`config.mk`:
```
export PLATFORM = sky130hd
export DESIGN_NAME = buffer_out_fifo
export DESIGN_NICKNAME = d
export VERILOG_FILES = /design/src/rtl/buffer_out_fifo.sv
export SDC_FILE = /design/constraint.sdc
export NUM_CORES = 1
export LEC_CHECK = 0
export CAP_MARGIN = 20
export CORE_MARGIN = 8
export CORE_UTILIZATION = 30
export DETAILED_ROUTE_END_ITERATION = 8
export PLACE_DENSITY = 0.61
export SLEW_MARGIN = 20
export SYNTH_ARGS = -nofsm -noshare
export SYNTH_HDL_FRONTEND = slang
export SYNTH_SLANG_ARGS = --single-unit
```
`constraint.sdc`:
```
create_clock -name clk -period 2.33 [get_ports clk]
set_input_delay 0.466 -clock clk [delete_from_list [all_inputs] [get_ports clk]]
set_output_delay 0.466 -clock clk [all_outputs]
set_load 0.05 [all_outputs]
```
`src/rtl/buffer_out_fifo.sv`:
```
// rtl/buffer_out_fifo.sv - first-word fall-through FIFO behind the buffer output stage
module buffer_out_fifo #(
    parameter int N     = 32,
    parameter int DEPTH = 4,
    parameter int AW    = $clog2(DEPTH)
) (
    input  logic          clk,
    input  logic          rst,
    input  logic [N-1:0]  in_data,
    input  logic          in_en,
    input  logic          clr_ovf,
    output logic [N-1:0]  out_data,
    output logic          out_valid,
    input  logic          out_ready,
    output logic          full,
    output logic          empty,
    output logic [AW:0]   level,
    output logic          ovf
);

    logic [N-1:0]  mem [DEPTH];
    logic [AW-1:0] wr_ptr;
    logic [AW-1:0] rd_ptr;
    logic          rd;
    logic          wr;
    logic          drop;

    assign full      = (level == (AW+1)'(DEPTH));
    assign empty     = (level == '0);
    assign out_valid = ~empty;

    assign rd   = out_valid & out_ready;
    assign wr   = in_en & (~full | rd);
    assign drop = in_en & full & ~rd;

    // Gated to zero so nothing stale is ever presented while the queue is empty.
    assign out_data = out_valid ? mem[rd_ptr] : '0;

    always_ff @(posedge clk) begin
        if (wr) begin
            mem[wr_ptr] <= in_data;
        end
    end

    always_ff @(posedge clk or posedge rst) begin
        if (rst) begin
            wr_ptr <= '0;
            rd_ptr <= '0;
            level  <= '0;
            ovf    <= 1'b0;
        end else begin
            if (wr) begin
                wr_ptr <= wr_ptr + 1'b1;
            end
            if (rd) begin
                rd_ptr <= rd_ptr + 1'b1;
            end
            if (wr && !rd) begin
                level <= level + 1'b1;
            end else if (rd && !wr) begin
                level <= level - 1'b1;
            end
            // A fresh drop outranks a simultaneous clear.
            if (drop) begin
                ovf <= 1'b1;
            end else if (clr_ovf) begin
                ovf <= 1'b0;
            end
        end
    end

endmodule

```
; ---- Word level (Yosys, flattened, before mapping)
; Memory sizes are Yosys's and may differ from the RTL's.
; Index checks and enable logic that the tools add are counted.
[totals]
mem_bits_rw = 128
n_memories = 1
reg_bits = 8
out_inout_bits = 39
latch_bits = 0
mem_bits_ro = 0
[classes]
n_eq_ne = 1
div = 0
n_bitwise = 8
n_lt_le_gt_ge = 0
addsub = 4
n_shift = 0
muxes = 7
mul = 0
reduce_logical = 7
[memory_table]
columns = name, depth, width, rd, rd_ports_with_merged_regs, wr, line_no
row1 = mem, 4, 32, 1, 0, 1, 21  ; logic [N-1:0] mem [DEPTH];
[ops]
columns = cell, count
row1 = 32-bit 2-to-1 mux, 1
row2 = 3-bit 2-to-1 mux, 2
row3 = "2-bit by 1-bit adder with 2-bit output, second input constant", 2
row4 = 1-bit AND, 4
row5 = 1-bit 2-to-1 mux, 4
row6 = 2-bit nonzero test, 2
row7 = "3-bit by 1-bit adder with 3-bit output, second input constant", 1
row8 = "3-bit equality test, second input constant", 1
row9 = 3-bit zero test, 1
row10 = 1-bit NOT, 3
row11 = "3-bit by 1-bit subtractor with 3-bit output, second input constant", 1
row12 = 1-bit logical AND, 2
row13 = 1-bit zero test, 2
row14 = 1-bit bitwise OR, 1

; ---- Depth between registers and ports, before layout
; Gate-level depths: netlist (run 1).
[depth]
depth_word = 9
mapped_depth = 9

; ---- Worst setup path after synthesis (run 1)
; Ideal clock, no wire load.
[synth_path]
kind = register to output
start = register level[0]
end = output out_data[23]
required_time_ns = 1.864
arrival_time_ns = 2.194
path_buffers = 2
path_slack_ns = -0.330
path_stages_with_launch = 5
path_cell_list = dfrtp_1 -> or3_1 -> clkbuf_1 -> clkbuf_1 -> and2_1
[synth_via]
elab_chain_len = 2
[synth_rtl]
columns = item, line_no
row1 = from (decl), 17  ; output logic [AW:0] level,
row2 = from (signal assigned), 59  ; level <= level + 1'b1;
row3 = from (signal assigned), 61  ; level <= level - 1'b1;
row4 = 3-bit zero test, 29  ; assign empty = (level == '0);
row5 = 32-bit 2-to-1 mux, 37  ; assign out_data = out_valid ? mem[rd_ptr] : '0;
row6 = to (decl), 12  ; output logic [N-1:0] out_data,
; No other way between the ends.

; ---- Worst setup path in the final report (run 1)
[layout_path]
start = register rd_ptr[0]
end = output out_data[16]
[layout_via]
elab_chain_len = 2
[layout_rtl]
columns = item, line_no
row1 = from (decl), 23  ; logic [AW-1:0] rd_ptr;
row2 = from (signal assigned), 56  ; rd_ptr <= rd_ptr + 1'b1;
row3 = memory 4 x 32 bit, n/a
row4 = 32-bit 2-to-1 mux, 37
; No other way between the ends.

==> tab_implementation.tex, run 1 <==
\begin{tabular}{lr}
\hline
Metric & Value \\
\hline
\multicolumn{2}{l}{\textbf{Worst setup path}} \\
\quad WS Path Type & reg2out \\
\quad Arr. time, crit path & 1890 ps \\
\quad Register-to-register setup slack & 170 ps \\
\quad Max incr delay on CP & 530 ps \\
\quad Critical-path maximum fanout & 18 \\
\quad Path depth of the worst reg2reg path & 6 \\
\quad Nature of the critical path startpoint & register \\
\quad Critical Path End Type & output pin \\
\quad Most prevalent standard cell on the critical path & buf\_12 \\
\quad Critical path, cell by cell & buf\_12, mux4\_2, and2\_4, buf\_12 \\
\quad Required time of the worst setup path & 1860 ps \\
\quad Critical Path Slowest Stage Cell & mux4\_2 \\
\multicolumn{2}{l}{\textbf{Floorplan}} \\
\quad Core box area & 17,300 um2 \\
\quad I/O pin cnt & 76 \\
\quad Chip width & 149 um \\
\quad Floorplan die height & 149 um \\
\quad DIE AREA & 22,300 um2 \\
\quad Initial standard-cell utilization of the core & 30.8\% \\
\quad Row count & 48 \\
\multicolumn{2}{l}{\textbf{Final layout}} \\
\quad Area grow syn2layout & 41.9\% \\
\quad Final core utilization & 43.7\% \\
\quad Commonest non-fill, non-tap cell in the layout & edfxtp\_1 \\
\quad Highest-count cells in the layout ignoring fill and taps & edfxtp\_1, buf\_12, clkdlybuf4s50\_1 \\
\quad Inserted Diodes & 0 \\
\quad Cell area after layout & 7550 um2 \\
\quad Non-filler instance count after layout & 578 \\
\quad Nets@finish & 384 \\
\quad Layout cells sized above 1 & 43.3\% \\
\quad Fillcell total & 1,507 \\
\multicolumn{2}{l}{\textbf{CTS}} \\
\quad Clk\_lat worst skew & 410 ps \\
\quad Number of buffers between clock root and the deepest sink & 2 \\
\quad Clock tree from TritonCTS & done \\
\quad Clock sink total & 136 \\
\quad Clock-pin slew of the registers on the worst-case setup and hold paths & 60 ps \\
\quad H-tree levels & 4 \\
\quad CTS root buffer & clkbuf\_16 \\
\quad Number of CTS-inserted buffers & 17 \\
\multicolumn{2}{l}{\textbf{Global route}} \\
\quad GRT Util Overall & 10.0\% \\
\quad Number of antenna violations at the first check in global routing & 0 \\
\quad Via count of the first global-routing pass & 2,916 \\
\quad Global-route wire length before repair & 16,200 um \\
\quad Final global-route overflow total & 0 \\
\quad Maximum number of pins on one net before global-route repair & 36 \\
\multicolumn{2}{l}{\textbf{Timing}} \\
\quad Final Hold Vio Count & 0 \\
\quad Measured slew at the worst slew-check pin & 513 ps \\
\quad Hold slack & 352 ps \\
\quad Count of final max-slew check failures & 0 \\
\quad Post-route clock period utilization & 101\% \\
\quad Setup violation total in the final timing report & 7 \\
\quad Unrepaired setup endpoints after global routing & yes \\
\quad Highest clock rate & 425 MHz \\
\quad Setup Skew & 5.58 ps \\
\quad Post-Route Setup TNS & -80.6 ps \\
\quad Relative slew slack & 65.7\% \\
\quad Setup ws final & -24.2 ps \\
\quad Final min period & 2350 ps \\
\multicolumn{2}{l}{\textbf{Yosys}} \\
\quad Number of distinct library cell variants in the gate-level netlist after synthesis & 23 \\
\quad Synthesis warning total & 0 \\
\quad Cells after Synth & 245 \\
\quad Seq cells post-synth & 136 \\
\quad Sequential cell area fraction in the yosys report & 76.0\% \\
\quad Net count after synthesis & 288 \\
\quad Post-Synthesis Mean Instance Area & 21.7 um2 \\
\quad Cell area after synthesis & 5320 um2 \\
\multicolumn{2}{l}{\textbf{Routing}} \\
\quad Antenna Nets Post-Route & 0 \\
\quad Number of vias in the routed layout & 2,598 \\
\quad Count of unresolved DRC violations after routing & 0 \\
\quad WL final & 10,300 um \\
\quad Pre-Repair DR Iteration Count & 4 \\
\quad Initial drt markers & 134 \\
\quad Vias/cell & 4.49 \\
\quad Mean routed wirelength per cell & 17.7 um \\
\multicolumn{2}{l}{\textbf{Place}} \\
\quad Routability cong. & 0.702 \\
\quad Final HPWL from detailed placement & 6620 um \\
\quad Cell area after placement & 6840 um2 \\
\quad Pre-CTS setup slack & 15.3 ps \\
\quad Inst Count DP & 547 \\
\quad Count of buffers inserted at the top-level ports & 75 \\
\multicolumn{2}{l}{\textbf{Power and ir drop}} \\
\quad Static Leakage & 2.66 nW \\
\quad Worst supply voltage drop on vdd & 0.913 mV \\
\quad Tot Pwr & 12.9 mW \\
\quad Power density normalized to cell area & 1700 nW/um2 \\
\multicolumn{2}{l}{\textbf{Outcome}} \\
\quad Violations in the final reports & setup timing \\
\quad Result of the run & complete, but fails checks \\
\multicolumn{2}{l}{\textbf{Job}} \\
\quad Number of maximum-capacitance violations & 0 \\
\multicolumn{2}{l}{\textbf{Hold path}} \\
\quad Tightest Hold Check Type & in2async \\
\hline
\end{tabular}
-- cells by family (layout without fill, tap and decap cells) --
kind of cell               after synthesis  count (layout)  share of synthesized area [%]
adders and majority gates                6               6                           1.55
and+or+nand+nor                         41              41                           4.84
DFF                                    136             136                           76.0
muxes                                   34              34                           14.2
AOI/OAI and AO/OA                        2               2                          0.446
xor gates and xnor gates                 6               6                          0.987
buffers and inverters                   20             128                           2.04
-- where the power goes --
group	switching (mW)	internal, mW	total (mW)
Combinational	3.25	3.27	6.52
Sequential	0.151	3.24	3.39
Clock	0.952	1.99	2.94
Total	4.36	8.50	12.9
-- routing by layer --
layer  up-vias  track usage (%)  part of all wire (%)
met1      1346             11.1                    41
met2        73             16.7                    50
li1       1162                -                     -
met4         0             5.00                   2.1
met5         -                0                     0
met3        17             3.70                   6.4
-- flip-flops by register name, summed over array words and instances, names as in the netlist --
signal and cells:
level 3, mem 128, ovf 1, rd_ptr 2
wr_ptr 2
-- synthesized netlist by cell type --
cell type	n	area [um2]
edfxtp_1	128	3840
and2_1	32	200
mux4_2	30	676
dfrtp_1	8	200
inv_1	8	30.0
clkbuf_1	5	18.8
ha_1	5	62.6
and2_2	4	30.0
buf_6	4	45.0
xnor2_1	4	35.0
buf_2	3	15.0
mux4_1	2	52.6
xor2_1	2	17.5
fa_1	1	20.0
mux2_2	1	11.3
mux2_4	1	15.0
nand2_1	1	3.75
nand3_1	1	5.00
nor2_1	1	3.75
o21a_4	1	15.0
o32ai_1	1	8.76
or3_1	1	6.26
or3b_1	1	8.76
-- critical path: cells and delay by family (launching register included) --
family | cells | cell delay, ps
multiplexers | 1 | 530
flip-flops | 1 | 410
buffers and inverters | 2 | 340
AND/OR/NAND/NOR | 1 | 180
-- repair_timing --
action / in CTS / in global routing
endpoints found under the setup margin: 32 / 32
hold buffers: 0 / 0
gates resized for setup: 34 / 1
buffers inserted: 0 / 0
pin swaps: 0 / 0
-- cell type report --
type | instances | area, um2 | share of cell area [%]
Inverter | 8 | 30.0 | 0.397
Tap cell | 225 | 282 | 3.73
Clock buffer | 17 | 425 | 5.63
Sequential cell | 136 | 4050 | 53.6
Clock inverter | 14 | 228 | 3.01
Multi-Input combinational cell | 89 | 1240 | 16.5
Timing Repair Buffer | 89 | 1300 | 17.2
-- final timing paths --
kind                                        from              endpoint
hold reg to reg             level[2]$_DFFE_PP0P_  level[2]$_DFFE_PP0P_
setup reg to reg            level[0]$_DFFE_PP0P_  level[1]$_DFFE_PP0P_
min in group clk            level[2]$_DFFE_PP0P_  level[2]$_DFFE_PP0P_
max in group asynchronous                    rst  level[0]$_DFFE_PP0P_
setup / recovery           rd_ptr[0]$_DFFE_PP0N_          out_data[16]
hold / removal                               rst  level[1]$_DFFE_PP0P_
Note: power is estimated with default switching activity, not from simulation.
==> run 2, diff against run 1 <==
Settings changed: CTS_CLUSTER_DIAMETER from default to 150.
==> results of run 2 <==
Same layout as run 1: the final DEF is identical, and so are final timing and power.
==> run 3, diff against run 2 <==
Settings changed: RECOVER_POWER from default to 100.
==> run 3 against run 2 <==
  * The flow still finishes with violations (setup timing)
  * Combinational power is 3% lower
  * Hold slack better by 120 ps
  * Clock-buffer cell count stayed put
  * Cell area is 1.7% lower
  * Register-to-register slack worse by 40 ps
  * Total power is 1.5% lower
  * Wire length is 0.51% higher
  * Via count hardly changed
  * Clock power hardly changed
  * Setup slack better by 0.75 ps
  * Final cell count stayed put
  * Critical path depth stayed put
  * Critical endpoint unchanged
==> tab_implementation.tex, run 3 (same netlist as run 1, synthesis figures left out) <==
\begin{tabular}{lr}
\hline
Metric & Value \\
\hline
\multicolumn{2}{l}{\textbf{Outcome}} \\
\quad Result of the run & complete, but fails checks \\
\quad Violations in the final reports & setup timing \\
\multicolumn{2}{l}{\textbf{CTS}} \\
\quad Clk\_lat worst skew & 410 ps (about the same) \\
\quad Clock-pin slew of the registers on the worst-case setup and hold paths & 60 ps (about the same) \\
\quad Number of buffers between clock root and the deepest sink & 2 (unchanged) \\
\quad Clock sink total & 136 (unchanged) \\
\quad CTS root buffer & clkbuf\_16 \\
\quad Clock tree from TritonCTS & done \\
\quad H-tree levels & 4 (unchanged) \\
\quad Number of CTS-inserted buffers & 17 (unchanged) \\
\multicolumn{2}{l}{\textbf{Timing}} \\
\quad Highest clock rate & 425 MHz (about the same) \\
\quad Count of final max-slew check failures & 0 (unchanged) \\
\quad Post-Route Setup TNS & -74.5 ps (+6.10 ps) \\
\quad Setup ws final & -23.4 ps (+0.749 ps) \\
\quad Final min period & 2350 ps (-0.749 ps) \\
\quad Measured slew at the worst slew-check pin & 540 ps (+26.9 ps) \\
\quad Unrepaired setup endpoints after global routing & yes \\
\quad Setup Skew & 5.43 ps (-0.147 ps) \\
\quad Setup violation total in the final timing report & 6 (-1) \\
\quad Post-route clock period utilization & 101\% (about the same) \\
\quad Relative slew slack & 64.0\% (-1.7 points) \\
\quad Final Hold Vio Count & 0 (unchanged) \\
\quad Hold slack & 476 ps (+124 ps) \\
\multicolumn{2}{l}{\textbf{Global route}} \\
\quad Final global-route overflow total & 0 (unchanged) \\
\quad Global-route wire length before repair & 16,200 um (unchanged) \\
\quad Maximum number of pins on one net before global-route repair & 36 (unchanged) \\
\quad Number of antenna violations at the first check in global routing & 1 (+1) \\
\quad Via count of the first global-routing pass & 2,916 (unchanged) \\
\quad GRT Util Overall & 10.0\% (unchanged) \\
\multicolumn{2}{l}{\textbf{Place}} \\
\quad Inst Count DP & 547 (unchanged) \\
\quad Cell area after placement & 6840 um2 (unchanged) \\
\quad Pre-CTS setup slack & 15.3 ps (unchanged) \\
\quad Count of buffers inserted at the top-level ports & 75 (unchanged) \\
\quad Final HPWL from detailed placement & 6620 um (unchanged) \\
\quad Routability cong. & 0.702 (unchanged) \\
\multicolumn{2}{l}{\textbf{Worst setup path}} \\
\quad Arr. time, crit path & 1890 ps (about the same) \\
\quad Top Family by Delay on Critical Path & multiplexers \\
\quad Critical Path End Type & output pin \\
\quad Most prevalent standard cell on the critical path & buf\_12 \\
\quad Critical-path maximum fanout & 18 (unchanged) \\
\quad Max incr delay on CP & 530 ps (about the same) \\
\quad Critical path, cell by cell & buf\_12, mux4\_2, and2\_4, buf\_12 \\
\quad Register-to-register setup slack & 130 ps (-40 ps) \\
\quad Required time of the worst setup path & 1860 ps (about the same) \\
\quad Reg-to-Reg Start & level[0]\$\_DFFE\_PP0P\_ \\
\quad Nature of the critical path startpoint & register \\
\quad Reg-to-reg endpoint & mem[1][8]\$\_DFFE\_PP\_ \\
\quad Beginning of the critical path & rd\_ptr[0]\$\_DFFE\_PP0N\_ \\
\quad Path depth of the worst reg2reg path & 5 (-1) \\
\quad Critical Path Slowest Stage Cell & mux4\_2 \\
\quad WS Path Type & reg2out \\
\quad Number of buffers and inverters on the critical path & 2 (unchanged) \\
\multicolumn{2}{l}{\textbf{Power and ir drop}} \\
\quad Worst supply voltage drop on vdd & 0.912 mV (about the same) \\
\quad Power density normalized to cell area & 1710 nW/um2 (+0.25\%) \\
\quad Static Leakage & 2.63 nW (-1.3\%) \\
\quad Tot Pwr & 12.7 mW (-1.5\%) \\
\multicolumn{2}{l}{\textbf{Routing}} \\
\quad Initial drt markers & 129 (-3.7\%) \\
\quad Mean routed wirelength per cell & 17.8 um (+0.51\%) \\
\quad WL final & 10,300 um (+0.51\%) \\
\quad Number of vias in the routed layout & 2,597 (-0.038\%) \\
\quad Antenna Nets Post-Route & 0 (unchanged) \\
\quad Pre-Repair DR Iteration Count & 4 (unchanged) \\
\quad Count of unresolved DRC violations after routing & 0 (unchanged) \\
\quad Vias/cell & 4.49 (about the same) \\
\multicolumn{2}{l}{\textbf{Final layout}} \\
\quad Nets@finish & 384 (unchanged) \\
\quad Final core utilization & 42.9\% (-0.75 points) \\
\quad Cell area after layout & 7430 um2 (-1.7\%) \\
\quad Largest register FFs & 128 (unchanged) \\
\quad Commonest non-fill, non-tap cell in the layout & edfxtp\_1 \\
\quad Highest-count cells in the layout ignoring fill and taps & edfxtp\_1, dlygate4sd3\_1, buf\_12 \\
\quad Layout cells sized above 1 & 41.4\% (-2.0 points) \\
\quad Area grow syn2layout & 39.5\% \\
\quad Register with the most flip-flops & mem \\
\quad Largest registers ranked by flip-flop count & mem: 128 flops, level: 3 flops \\
\quad Non-filler instance count after layout & 578 (unchanged) \\
\quad Inserted Diodes & 0 (unchanged) \\
\multicolumn{2}{l}{\textbf{Floorplan}} \\
\quad DIE AREA & 22,300 um2 (unchanged) \\
\quad Chip width & 149 um (unchanged) \\
\quad I/O pin cnt & 76 (unchanged) \\
\quad Floorplan die height & 149 um (unchanged) \\
\quad Initial standard-cell utilization of the core & 30.8\% (unchanged) \\
\quad Row count & 48 (unchanged) \\
\quad Core box area & 17,300 um2 (unchanged) \\
\multicolumn{2}{l}{\textbf{Job}} \\
\quad Number of maximum-capacitance violations & 0 (unchanged) \\
\multicolumn{2}{l}{\textbf{Hold path}} \\
\quad Tightest Hold Check Type & in2async \\
\hline
\end{tabular}
run 3: cell types whose count changed in the layout (fill, tap and decap cells not counted):
cell	delta
mux2_4	-1
clkdlybuf4s50_1	-36
dfrtp_2	-1
buf_12	-8
clkbuf_4	+3
and2_2	-4
clkbuf_1	+1
buf_4	-2
dlygate4sd3_1	+36
clkbuf_2	+6
dfrtp_1	+1
mux2_1	+1
and2_0	+4
run 3: layout make-up:
type | count | area [um2]
Clock inverter | 14 | 228
Multi-Input combinational cell | 89 | 1230
Inverter | 8 | 30.0
Tap cell | 225 | 282
Sequential cell | 136 | 4050
Clock buffer | 17 | 425
Fill cell | 1528 | 9870
Timing Repair Buffer | 89 | 1180
run 3: worst register-to-register path, cell delays in order, from the launching register on:
cell and delay (ps):
dfrtp_1 450, or3b_1 450, o21a_4 220, clkbuf_1 160, and2_0 210, clkbuf_2 360
run 3: layer usage:
layer | share of wire [%] | vias to the layer above | track usage [%] | routed length, um
met5 | 0.078 | - | 0 | 8
met4 | 2.1 | 2 | 5.00 | 214
met3 | 6.1 | 19 | 3.70 | 633
met2 | 50 | 71 | 16.7 | 5180
met1 | 41 | 1344 | 11.1 | 4260
li1 | - | 1161 | - | -
run 3: power by group:
part	switching (mW)	total (mW)	internal [mW]
Sequential	0.150	3.39	3.24
Clock	0.951	2.94	1.99
Combinational	3.23	6.33	3.10
Total	4.33	12.7	8.33
run 3: how the worst max path moves through the flow:
| stage | end | slack (ps) | cells past startpoint |
|---|---|---|---|
| 4_1_cts | out_data[13] | -80 | 4 |
| 3_5_place_dp | level[2]$_DFFE_PP0P_ | 20 | 8 |
| 2_1_floorplan | level[1]$_DFFE_PP0P_ | 10 | 6 |
| 5_1_grt | out_data[16] | -120 | 4 |
| 6_report | out_data[16] | -20 | 4 |
| 3_3_place_gp | level[2]$_DFFE_PP0P_ | 80 | 8 |
run 3: repair_timing:
item	CTS	global route
hold buffers	0	0
buffers inserted	0	0
setup endpoints to repair	32	32
resized for setup	34	1
cloned	0	0
pin swaps	0	0
